--- src/rtl/updown_counter_n_pkg.sv ---
// Shared constants and helpers for the up/down modulo counter and its prescaler.
package updown_counter_n_pkg;

   localparam int CNT_WRAP = 0;
   localparam int CNT_SAT  = 1;

   // Phase register width: clog2(prescale), never narrower than one bit.
   function automatic int unsigned prescale_width(input int unsigned prescale);
      int unsigned w;
      w = 0;
      while ((64'd1 << w) < 64'(prescale)) w++;
      return (w == 0) ? 1 : w;
   endfunction

endpackage

--- src/rtl/updown_counter_n_tick_prescaler.sv ---
// Enable-gated divide-by-PRESCALE tick generator; phase holds while en is low.
module tick_prescaler
   import updown_counter_n_pkg::*;
#(
   parameter int unsigned PRESCALE = 1
) (
   input  logic clk,
   input  logic rst_n,
   input  logic en,
   input  logic clr,
   output logic tick
);

   generate
      if (PRESCALE == 1) begin : g_bypass
         logic unused_ok;
         assign unused_ok = &{1'b0, clk, rst_n, clr};
         assign tick      = en;
      end else begin : g_div
         localparam int unsigned   PW   = prescale_width(PRESCALE);
         localparam logic [PW-1:0] LAST = PW'(PRESCALE - 1);

         logic [PW-1:0] phase_q, phase_d;

         always_comb begin
            phase_d = phase_q;
            if (clr) begin
               phase_d = '0;
            end else if (en) begin
               phase_d = (phase_q == LAST) ? '0 : phase_q + PW'(1);
            end
         end

         always_ff @(posedge clk) begin
            if (!rst_n) phase_q <= '0;
            else        phase_q <= phase_d;
         end

         assign tick = en && (phase_q == LAST);
      end
   endgenerate

endmodule

--- src/rtl/updown_counter_n.sv ---
// Prescaled up/down counter over 0..MODULUS-1 with wrap or saturate behaviour,
// parallel load, ripple-carry pulse and combinational terminal count.
module updown_counter_n
   import updown_counter_n_pkg::*;
#(
   parameter int unsigned     WIDTH    = 16,
   parameter longint unsigned MODULUS  = 64'd1 << WIDTH,
   parameter int              SATURATE = CNT_WRAP,
   parameter int unsigned     PRESCALE = 1
) (
   input  logic             clk,
   input  logic             rst_n,
   input  logic             en,
   input  logic             up,
   input  logic             load,
   input  logic [WIDTH-1:0] pdata,
   output logic [WIDTH-1:0] cnt,
   output logic             rc,
   output logic             tc,
   output logic             sat
);

   localparam logic [WIDTH-1:0] MAX = WIDTH'(MODULUS - 64'd1);
   localparam logic [WIDTH-1:0] ONE = WIDTH'(1);

   logic             tick;
   logic             at_end;
   logic [WIDTH-1:0] cnt_q, cnt_d;
   logic             rc_q, rc_d;
   logic             sat_q, sat_d;

   tick_prescaler #(.PRESCALE(PRESCALE)) u_presc (
      .clk  (clk),
      .rst_n(rst_n),
      .en   (en),
      .clr  (load),
      .tick (tick)
   );

   assign at_end = up ? (cnt_q == MAX) : (cnt_q == '0);

   always_comb begin
      cnt_d = cnt_q;
      rc_d  = 1'b0;
      sat_d = sat_q;
      if (load) begin
         cnt_d = (64'(pdata) >= MODULUS) ? MAX : pdata;
         sat_d = 1'b0;
      end else if (tick) begin
         if (!at_end) begin
            cnt_d = up ? cnt_q + ONE : cnt_q - ONE;
            sat_d = 1'b0;
         end else if (SATURATE == CNT_SAT) begin
            // Only the first blocked step pulses rc; later ones keep sat high quietly.
            rc_d  = !sat_q;
            sat_d = 1'b1;
         end else begin
            cnt_d = up ? '0 : MAX;
            rc_d  = 1'b1;
         end
      end
   end

   always_ff @(posedge clk) begin
      if (!rst_n) begin
         cnt_q <= '0;
         rc_q  <= 1'b0;
         sat_q <= 1'b0;
      end else begin
         cnt_q <= cnt_d;
         rc_q  <= rc_d;
         sat_q <= sat_d;
      end
   end

   assign cnt = cnt_q;
   assign rc  = rc_q;
   assign sat = sat_q;
   assign tc  = at_end;

endmodule

--- config.mk ---
export PLATFORM = sky130hd
export DESIGN_NAME = updown_counter_n
export DESIGN_NICKNAME = d
export VERILOG_FILES = /design/src/rtl/updown_counter_n_pkg.sv /design/src/rtl/updown_counter_n_tick_prescaler.sv /design/src/rtl/updown_counter_n.sv
export SDC_FILE = /design/constraint.sdc
export NUM_CORES = 1
export LEC_CHECK = 0
export BUFFER_PORTS_ARGS = -buffer_cell sky130_fd_sc_hd__buf_2
export CAP_MARGIN = 20
export CORE_MARGIN = 3
export CORE_UTILIZATION = 51
export CTS_BUF_LIST = sky130_fd_sc_hd__clkbuf_8
export CTS_CLUSTER_DIAMETER = 80
export DETAILED_ROUTE_END_ITERATION = 12
export PLACE_DENSITY_LB_ADDON = 0.3
export SLEW_MARGIN = 20
export SYNTH_ARGS = -nofsm -noshare
export SYNTH_HDL_FRONTEND = slang
export SYNTH_HIERARCHICAL = 1
export SYNTH_SLANG_ARGS = --single-unit
--- constraint.sdc ---
create_clock -name clk -period 2.2 [get_ports clk]
set_input_delay 0.44 -clock clk [delete_from_list [all_inputs] [get_ports clk]]
set_output_delay 0.44 -clock clk [all_outputs]
set_load 0.01 [all_outputs]
# --- After elaboration in Yosys (flattened, before gate mapping) ---
# Cells that the tools add are included.
word_totals:
  out_inout_bits: 19
  elab_cells: 17
  input_bits: 21
  ff_bits: 17
classes:
  n_eq_ne: 1
  n_reduce_logical: 3
  bitwise_logic: 2
  mux: 7
  add_sub_neg: 2
ops:
  columns: ["op", "count"]
  rows:
  - ["two-way mux 16 bit", 5]
  - ["adder 16 x 1 -> 16 bit, second input constant", 1]
  - ["== test 16 bit, second input constant", 1]
  - ["logical NOT 16 bit", 1]
  - ["subtractor 16 x 1 -> 16 bit, second input constant", 1]
  - ["OR reduction 3 bit", 1]
  - ["two-way mux 1 bit", 2]
  - ["NOT 1 bit", 2]
  - ["nonzero test 2 bit", 1]

# --- Depth between registers and ports, before layout ---
# Gate-level depths: netlist of run 1.
logic_depth:
  ltp_word: 5
  mapped_depth: 9
  depth_no_buf: 8

# --- Hierarchy ---
# The synthesis of run 1 kept the hierarchy.
modules_own_cells:
  columns: ["module", "instances", "cells_per_inst", "area_per_inst_um2", "seq_area_each_um2"]
  rows:
  - ["updown_counter_n", 1, 225, 1724.2, 340.3]
  - ["tick_prescaler", 1, 1, 7.5, 0.0]

# --- Worst setup path after synthesis of run 1 ---
# OpenSTA, ideal clock, no wires.
synth_timing:
  path_kind: "reg-to-reg"
  from: "register cnt_q[0], in the netlist cnt[0]"
  to: "register cnt_q[12], in the netlist cnt[12]"
  setup_ns: 0.117
  path_buffers: 0
  arrival_ns: 2.056
  path_slack_ns: 0.027
  stages_incl_launch_ff: 9
  required_ns: 2.083
  period_less_slack_ns: 2.173
  path_cell_list: "dfxtp_1 -> inv_1 -> fa_1 -> nand2b_1 -> a2111oi_2 -> o41ai_1 -> a21boi_0 -> mux2i_1 -> nand2_1"
synth_between:
  elab_chain_len: 5
  elab_cells_between_ends: 9
  classes_between: "add/sub (2); eq/ne (1); mux (5); reduce/logical (1)"
synth_rtl:
  columns: ["item", "line", "source"]
  rows:
  - ["from (decl)", "updown_counter_n.sv:28", "logic [WIDTH-1:0] cnt_q, cnt_d;"]
  - ["from (signal assigned)", "updown_counter_n.sv:70", "cnt_q <= cnt_d;"]
  - ["subtractor 16 x 1 -> 16 bit (tied with other cells)", "updown_counter_n.sv:51", "cnt_d = up ? cnt_q + ONE : cnt_q - ONE;"]
  - ["two-way mux 16 bit or two-way mux 1 bit (tied branches)", "updown_counter_n.sv:51, updown_counter_n.sv:40", null]
  - ["two-way mux 16 bit (*)", "updown_counter_n.sv:50", "if (!at_end) begin"]
  - ["two-way mux 16 bit (*)", "updown_counter_n.sv:49", "end else if (tick) begin"]
  - ["two-way mux 16 bit (*)", "updown_counter_n.sv:46", "if (load) begin"]
# Every way passes the cells marked *; elsewhere a longest branch is shown, timed or not. The select of a mux whose other input is x is not followed.
# A chain may end at the register's enable or synchronous reset.

# --- Worst setup path after layout of run 1 ---
layout_timing:
  from: "register cnt_q[12], in the netlist cnt[12]"
  to: "output port tc"
layout_between:
  elab_chain_len: 2
  elab_cells_between_ends: 3
  classes_between: "eq/ne (1); mux (1); reduce/logical (1)"
layout_rtl:
  columns: ["item", "line", "source"]
  rows:
  - ["== test 16 bit or logical NOT 16 bit (tied branches)", "updown_counter_n.sv:40", "assign at_end = up ? (cnt_q == MAX) : (cnt_q == '0);"]
  - ["two-way mux 1 bit (*)", "updown_counter_n.sv:40", null]
  - ["to (decl)", "updown_counter_n.sv:19", "output logic tc,"]
# Every way passes the cells marked *; elsewhere a longest branch is shown, timed or not.

==> flow_metrics.tcl, run 1 <==
set metrics [dict create \
    fin_crit_sh 0.9956 \
    status "finished, final reports clean" \
    synth.ff_latch_count 17 \
    grt_max_degree 21 \
    cts_tree "yes" \
    crit_type "flip-flop to output pin" \
    rrSetupSlack_ns 0.12 \
    synth_edf_count 0 \
    comb_power_share 0.510 \
    clkLatencyLatePin_ns 0.26 \
    maxCapViolations 0 \
    finClkSkew_ns 0.005541 \
    power_mw 1.362 \
    cts.clk_slew.worst_paths_ns 0.07 \
    clock.fmax_ghz 0.4565 \
    start_kind "flip-flop" \
    pwr_density_cell_nw_per_um2 589.0 \
    vias 2019 \
    yosys_warnings 6 \
    drtAntennaViolNets 0 \
    r2r_end "cnt[12]" \
    whs_path_depth 2 \
    ys.flop_type "dfxtp_1" \
    hold_start "pdata[0]" \
    drt_iter0_drc 140 \
    rr_startpoint "cnt[0]" \
    p_sw_frac 0.3991 \
    drive_gt1_frac 0.3493 \
    place_congestion 0.9243 \
    routed_wl_mm 5.451 \
    syn_nets 262 \
    row_count 20 \
    wl_per_cell_microns 16.22 \
    place_area_sq_um 2171 \
    synthesis.area_sq_um 1732 \
    antennaDiodeCount 0 \
    syn_inst 226 \
    cts-root-buf "clkbuf_8" \
    reg2regPathDepth 9 \
    clockBufferDepth 2 \
    p_seq_frac 0.308 \
    p_switching_uw 543.5 \
    layout.nets 329 \
    remaining_drc_errors 0 \
    final_common_cell "buf_2" \
    via_per_inst 6.009 \
    hold_path_class "input port to flip-flop" \
    crit_fanout 5 \
    io_buffer_count 38 \
    die_h_microns 64.27 \
    firstDrtPassIters 4 \
    htree_levels 1 \
    maxSlewViolCount 0 \
    async_flop_share 0 \
    boundaryPins 40 \
    synth.yosys.seq_area_share 0.1965 \
    pwr-share-clk 0.182 \
    dieArea_sq_um 4131 \
    fin_area_sq_um 2312 \
    rsz0062_at_grt "yes" \
    ir_drop_mv 0.6004 \
    cp.required_ns 1.76 \
    die_x_microns 64.27 \
    netlist-cell-type-count 48 \
    final-hold-violation-count 0 \
    p_leak_nw 1.085 \
    grt_pass1_vias 1864 \
    grt_pass1_wl_mm 8.866 \
    cts.sink_count 17 \
    cp.arrival_ns 1.75 \
    syn_avg_cell_area_sq_um 7.662 \
    dp_hpwl_mm 3.972 \
    layout_common_cells "37 x buf_2, 36 x buf_4, 20 x nand2_1" \
    numCtsBuffers 3 \
    start_util 0.5492 \
    grt_usage 0.2722 \
    grt-ovfl-total 0 \
    antenna_found_initial 0 \
    hold_end "cnt[0]" \
    setup_viol 0 \
    period_minus_slack_ns 2.190 \
    end_kind "output pin" \
    area.growth.synth_to_final_pct 33.53 \
    core_area_sq_um 3153 \
    p_int_uw 818.4 \
]
[worst max-delay path: stages, from the launching register on]
cell and delay [ns]:
dfxtp_1 0.37, nor4_2 0.33, nand4_1 0.24, nor4_4 0.31, nor2_2 0.07, inv_1 0.05, buf_2 0.11
[through the flow]
| step | instances | TNS (ns) | hold WS (ns) | util | setup slack, ns |
|---|---|---|---|---|---|
| 2_1_floorplan | 226 | 0 | 0.5778 | - | 0.02685 |
| 3_3_place_gp | 330 | -0.9286 | 0.6430 | 0.6885 | -0.1532 |
| 3_5_place_dp | 330 | -1.116 | 0.6682 | 0.6885 | -0.1965 |
| 4_1_cts | 334 | 0 | 0.3949 | 0.7131 | 0.01316 |
| 5_1_grt | 336 | -0.1693 | 0.4016 | 0.7333 | -0.1127 |
| 6_report | 336 | 0 | 0.3999 | 0.7333 | 0.009615 |
[logic make-up after synthesis]
group,after synthesis,share of synthesized area
flops,17,0.1965
simple gates,97,0.3071
buf+inv,22,0.05924
xor+xnor,10,0.05058
other cells,1,0.002166
mux,6,0.03468
compound gates,58,0.2370
fa+ha+maj,15,0.1127
[how the worst max path moves through the flow]
stage | depth (start not counted) | startpoint | end | slack [ns]
CTS | 9 | cnt[0] | cnt[12] | 0.01
finish | 6 | cnt[12] | tc | 0.01
global route | 8 | up | tc | -0.11
floorplan | 8 | cnt[0] | cnt[12] | 0.03
global placement | 9 | up | cnt[12] | -0.15
detailed placement | 9 | up | cnt[12] | -0.20
[synth_stat cells, types with 2 or more instances]
cell type	number	area share
xnor2_1	10	0.051
buf_4	3	0.013
clkbuf_1	7	0.015
a21oi_1	15	0.043
inv_1	9	0.020
a21o_1	4	0.017
nor4b_1	3	0.015
o211ai_1	2	0.0087
mux2i_1	6	0.035
nand2b_1	3	0.011
o21ai_0	13	0.038
and3_1	4	0.014
o21ai_1	2	0.0058
dfxtp_1	17	0.20
nand4_1	5	0.018
or3_1	5	0.018
nand3_1	9	0.026
a211oi_2	2	0.014
nor2b_1	2	0.0072
ha_1	14	0.10
nor3_2	6	0.035
nor3_1	14	0.040
o211a_1	4	0.023
a211oi_1	3	0.013
nor4_1	6	0.022
nand2_1	20	0.043
nor2_1	17	0.037
[routing by layer]
metal  routed length, microns  GRT usage  vias up
met2                     2595     0.4497       83
met4                      112    0.07916        0
met3                      410    0.05272       12
met5                        0          0        -
met1                     2332     0.3576      952
li1                         -          -      972
[power by group through the flow]
| stage | clock [mW] | sequential (mW) | combinational (mW) |
|---|---|---|---|
| 6_report | 0.247 | 0.420 | 0.695 |
| 5_1_grt | 0.270 | 0.426 | 0.763 |
| 4_1_cts | 0.256 | 0.410 | 0.668 |
| 3_5_place_dp | 0 | 0.412 | 0.652 |
| 3_3_place_gp | 0 | 0.411 | 0.641 |
| 2_1_floorplan | 0 | 0.421 | 0.403 |
[state kept, by name, indices dropped and copies added (netlist names)]
| register | flops |
|---|---|
| cnt | 16 |
| rc | 1 |
[repair_timing]
action                     CTS  global route
pin swaps                    1             5
resized for setup            4            15
buffers inserted             0             2
setup endpoints to repair    2             6
hold buffers                 0             0
[layout make-up]
cell class / count / area (sq um)
Sequential cell: 17 / 344.1
Tap cell: 44 / 55.05
Fill cell: 263 / 840.8
Multi-Input combinational cell: 187 / 1351
Timing Repair Buffer: 75 / 481.7
Inverter: 9 / 33.78
Clock inverter: 1 / 5.005
Clock buffer: 3 / 41.29
(Power assumes the default switching activity.)
==> inputs of run 2 (changes only) <==
--- a/config.mk
+++ b/config.mk
@@ -5,14 +5,14 @@
 export SDC_FILE = /design/constraint.sdc
 export NUM_CORES = 1
 export LEC_CHECK = 0
-export BUFFER_PORTS_ARGS = -buffer_cell sky130_fd_sc_hd__buf_2
 export CAP_MARGIN = 20
 export CORE_MARGIN = 3
-export CORE_UTILIZATION = 51
+export CORE_UTILIZATION = 55
 export CTS_BUF_LIST = sky130_fd_sc_hd__clkbuf_8
 export CTS_CLUSTER_DIAMETER = 80
 export DETAILED_ROUTE_END_ITERATION = 12
-export PLACE_DENSITY_LB_ADDON = 0.3
+export DONT_BUFFER_PORTS = 1
+export PLACE_DENSITY_LB_ADDON = 0.25
 export SLEW_MARGIN = 20
 export SYNTH_ARGS = -nofsm -noshare
 export SYNTH_HDL_FRONTEND = slang
==> run 2 against run 1 <==
Compared with the run above:
- global-route usage rose by 2.0 points
- clock skew fell by 0.0047 ns
- worst hold slack got worse by 0.091 ns
- core utilization fell by 3.3 points
- cell count fell by 15%
- critical path type unchanged
- design area fell by 13%
- sequential power barely moved
- critical endpoint unchanged
- flip-flop and latch count did not move
- register-to-register slack got worse by 0.07 ns
- setup slack improved by 0.033 ns
- fmax rose by 1.6%
==> flow_metrics.tcl, run 2 (synthesis gave the netlist of run 1 again) <==
set metrics [dict create \
    cp.arrival_ns 1.72 \
    core_area_sq_um 2877 \
    final_cells 285 \
    drive_gt1_frac 0.2099 \
    clock.fmax_ghz 0.4636 \
    p_leak_nw 0.8648 \
    row_count 19 \
    grt_max_degree 21 \
    place_congestion 1.042 \
    die_x_microns 62.11 \
    cp_top_family "simple AND/OR/NAND/NOR gates" \
    grt_pass1_vias 1823 \
    area.growth.synth_to_final_pct 16.40 \
    cts-root-buf "clkbuf_8" \
    antenna_found_initial 0 \
    end_kind "output pin" \
    layout.nets 280 \
    fin_area_sq_um 2016 \
    grt_pass1_wl_mm 9.142 \
    cp_slowest_cell "dfxtp_1" \
    numCtsBuffers 3 \
    p_sw_frac 0.4121 \
    rsz0062_at_grt "yes" \
    dieArea_sq_um 3858 \
    cp_slowest_stage_delay_ns 0.41 \
    crit_fanout 5 \
    boundaryPins 40 \
    wl_per_cell_microns 19.38 \
    period_minus_slack_ns 2.157 \
    start_util 0.6020 \
    setup_viol 0 \
    clockBufferDepth 2 \
    drtAntennaViolNets 0 \
    fin_crit_sh 0.9804 \
    io_buffer_count 0 \
    maxSlewViolCount 0 \
    routed_wl_mm 5.523 \
    final_common_cell "buf_4" \
    antennaDiodeCount 0 \
    die_h_microns 62.11 \
    fillers 252 \
    cts_setup_buffers 0 \
    start_kind "flip-flop" \
    power_mw 1.293 \
    grt_usage 0.2924 \
    firstDrtPassIters 5 \
    htree_levels 1 \
    pwr_density_cell_nw_per_um2 641.3 \
    status "finished, final reports clean" \
    maxCapViolations 0 \
    worstPathCellList "nor4_2, nand4_1, nor4_4, nor2_1, inv_1" \
    ir_drop_mv 0.4283 \
    pwr-share-clk 0.195 \
    cts_tree "yes" \
    layout_common_cells "26 x buf_4, 20 x nand2_1, 17 x nor2_1" \
    finClkSkew_ns 0.0008735 \
    cts_hold_buf 0 \
    crit_buf_inv 1 \
    final-hold-violation-count 0 \
    p_seq_frac 0.323 \
    clkLatencyLatePin_ns 0.26 \
    dp_cells 281 \
    hold_slack_ns 0.3085 \
    via_per_inst 6.593 \
    p_switching_uw 532.7 \
    grt-ovfl-total 0 \
    place_area_sq_um 1911 \
    cp.required_ns 1.76 \
    cts.sink_count 17 \
    drt_iter0_drc 167 \
    dp_hpwl_mm 4.187 \
    comb_power_share 0.482 \
    regArea_sq_um 341.6 \
    p_int_uw 759.8 \
    hold_path_class "input port to flip-flop" \
    remaining_drc_errors 0 \
    multi_input_area_sq_um 1346 \
    cts.clk_slew.worst_paths_ns 0.07 \
    crit_type "flip-flop to output pin" \
    largest_reg_flops 16 \
    vias 1879 \
]
[run 2: changes by cell type in the layout (fill, tap and decap cells not counted), moves of 2 or more]
| cell | delta |
|---|---|
| buf_4 | -10 |
| dfxtp_2 | -2 |
| dfxtp_1 | +2 |
| buf_2 | -37 |
[run 2: final cells by class]
class	instances	share of cell area
multi-input combinational	187	0.6679
clock buffer	3	0.02048
tap	42	0.02607
sequential	17	0.1695
inverter	9	0.01676
timing repair buffer	26	0.09683
clock inverter	1	0.002483
[run 2: power by group through the flow]
stage | clock network [mW] | registers, mW | logic (mW)
floorplan | 0 | 0.421 | 0.403
global placement | 0 | 0.414 | 0.557
detailed placement | 0 | 0.417 | 0.581
CTS | 0.254 | 0.411 | 0.593
global route | 0.273 | 0.424 | 0.678
finish | 0.252 | 0.418 | 0.623
[run 2: path summary, 6_finish.rpt]
check / start / endpoint / slack [ns] / cells after the start
setup / recovery: cnt[12] / tc / 0.04 / 5
hold / removal: rst_n / cnt[10] / 0.31 / 1
setup reg to reg: cnt[0] / cnt[12] / 0.05 / 8
hold reg to reg: cnt[2] / cnt[2] / 0.69 / 2
[run 2: worst reg2reg max path: cells and delay by family (launching register included)]
family	cells	cell delay (ns)
compound gates	3	0.82
fa+ha+maj	1	0.36
flops	1	0.33
simple gates	2	0.26
mux	1	0.22
buf+inv	1	0.05
[run 2: what timing repair did]
action | 4_1_cts | 5_1_grt
resized for setup | 3 | 8
cloned | 0 | 0
setup endpoints to repair | 2 | 5
endpoints found under the hold margin | 0 | 0
pin swaps | 0 | 3
[run 2: metal layers]
metal	up-vias	GRT usage	routed length (microns)
met4	0	0.06906	26
met2	103	0.4583	2604
met5	-	0	0
met3	4	0.07387	554
li1	878	-	-
met1	894	0.4036	2338
[run 2: stage by stage]
stage	setup slack [ns]	util	TNS (ns)
after floorplan	0.02685	-	0
after global placement	-0.1752	0.6642	-0.2326
after detailed placement	-0.2572	0.6642	-0.6588
after CTS	-0.01809	0.6868	-0.01809
after global routing	-0.05456	0.7007	-0.08483
final	0.04308	0.7007	0
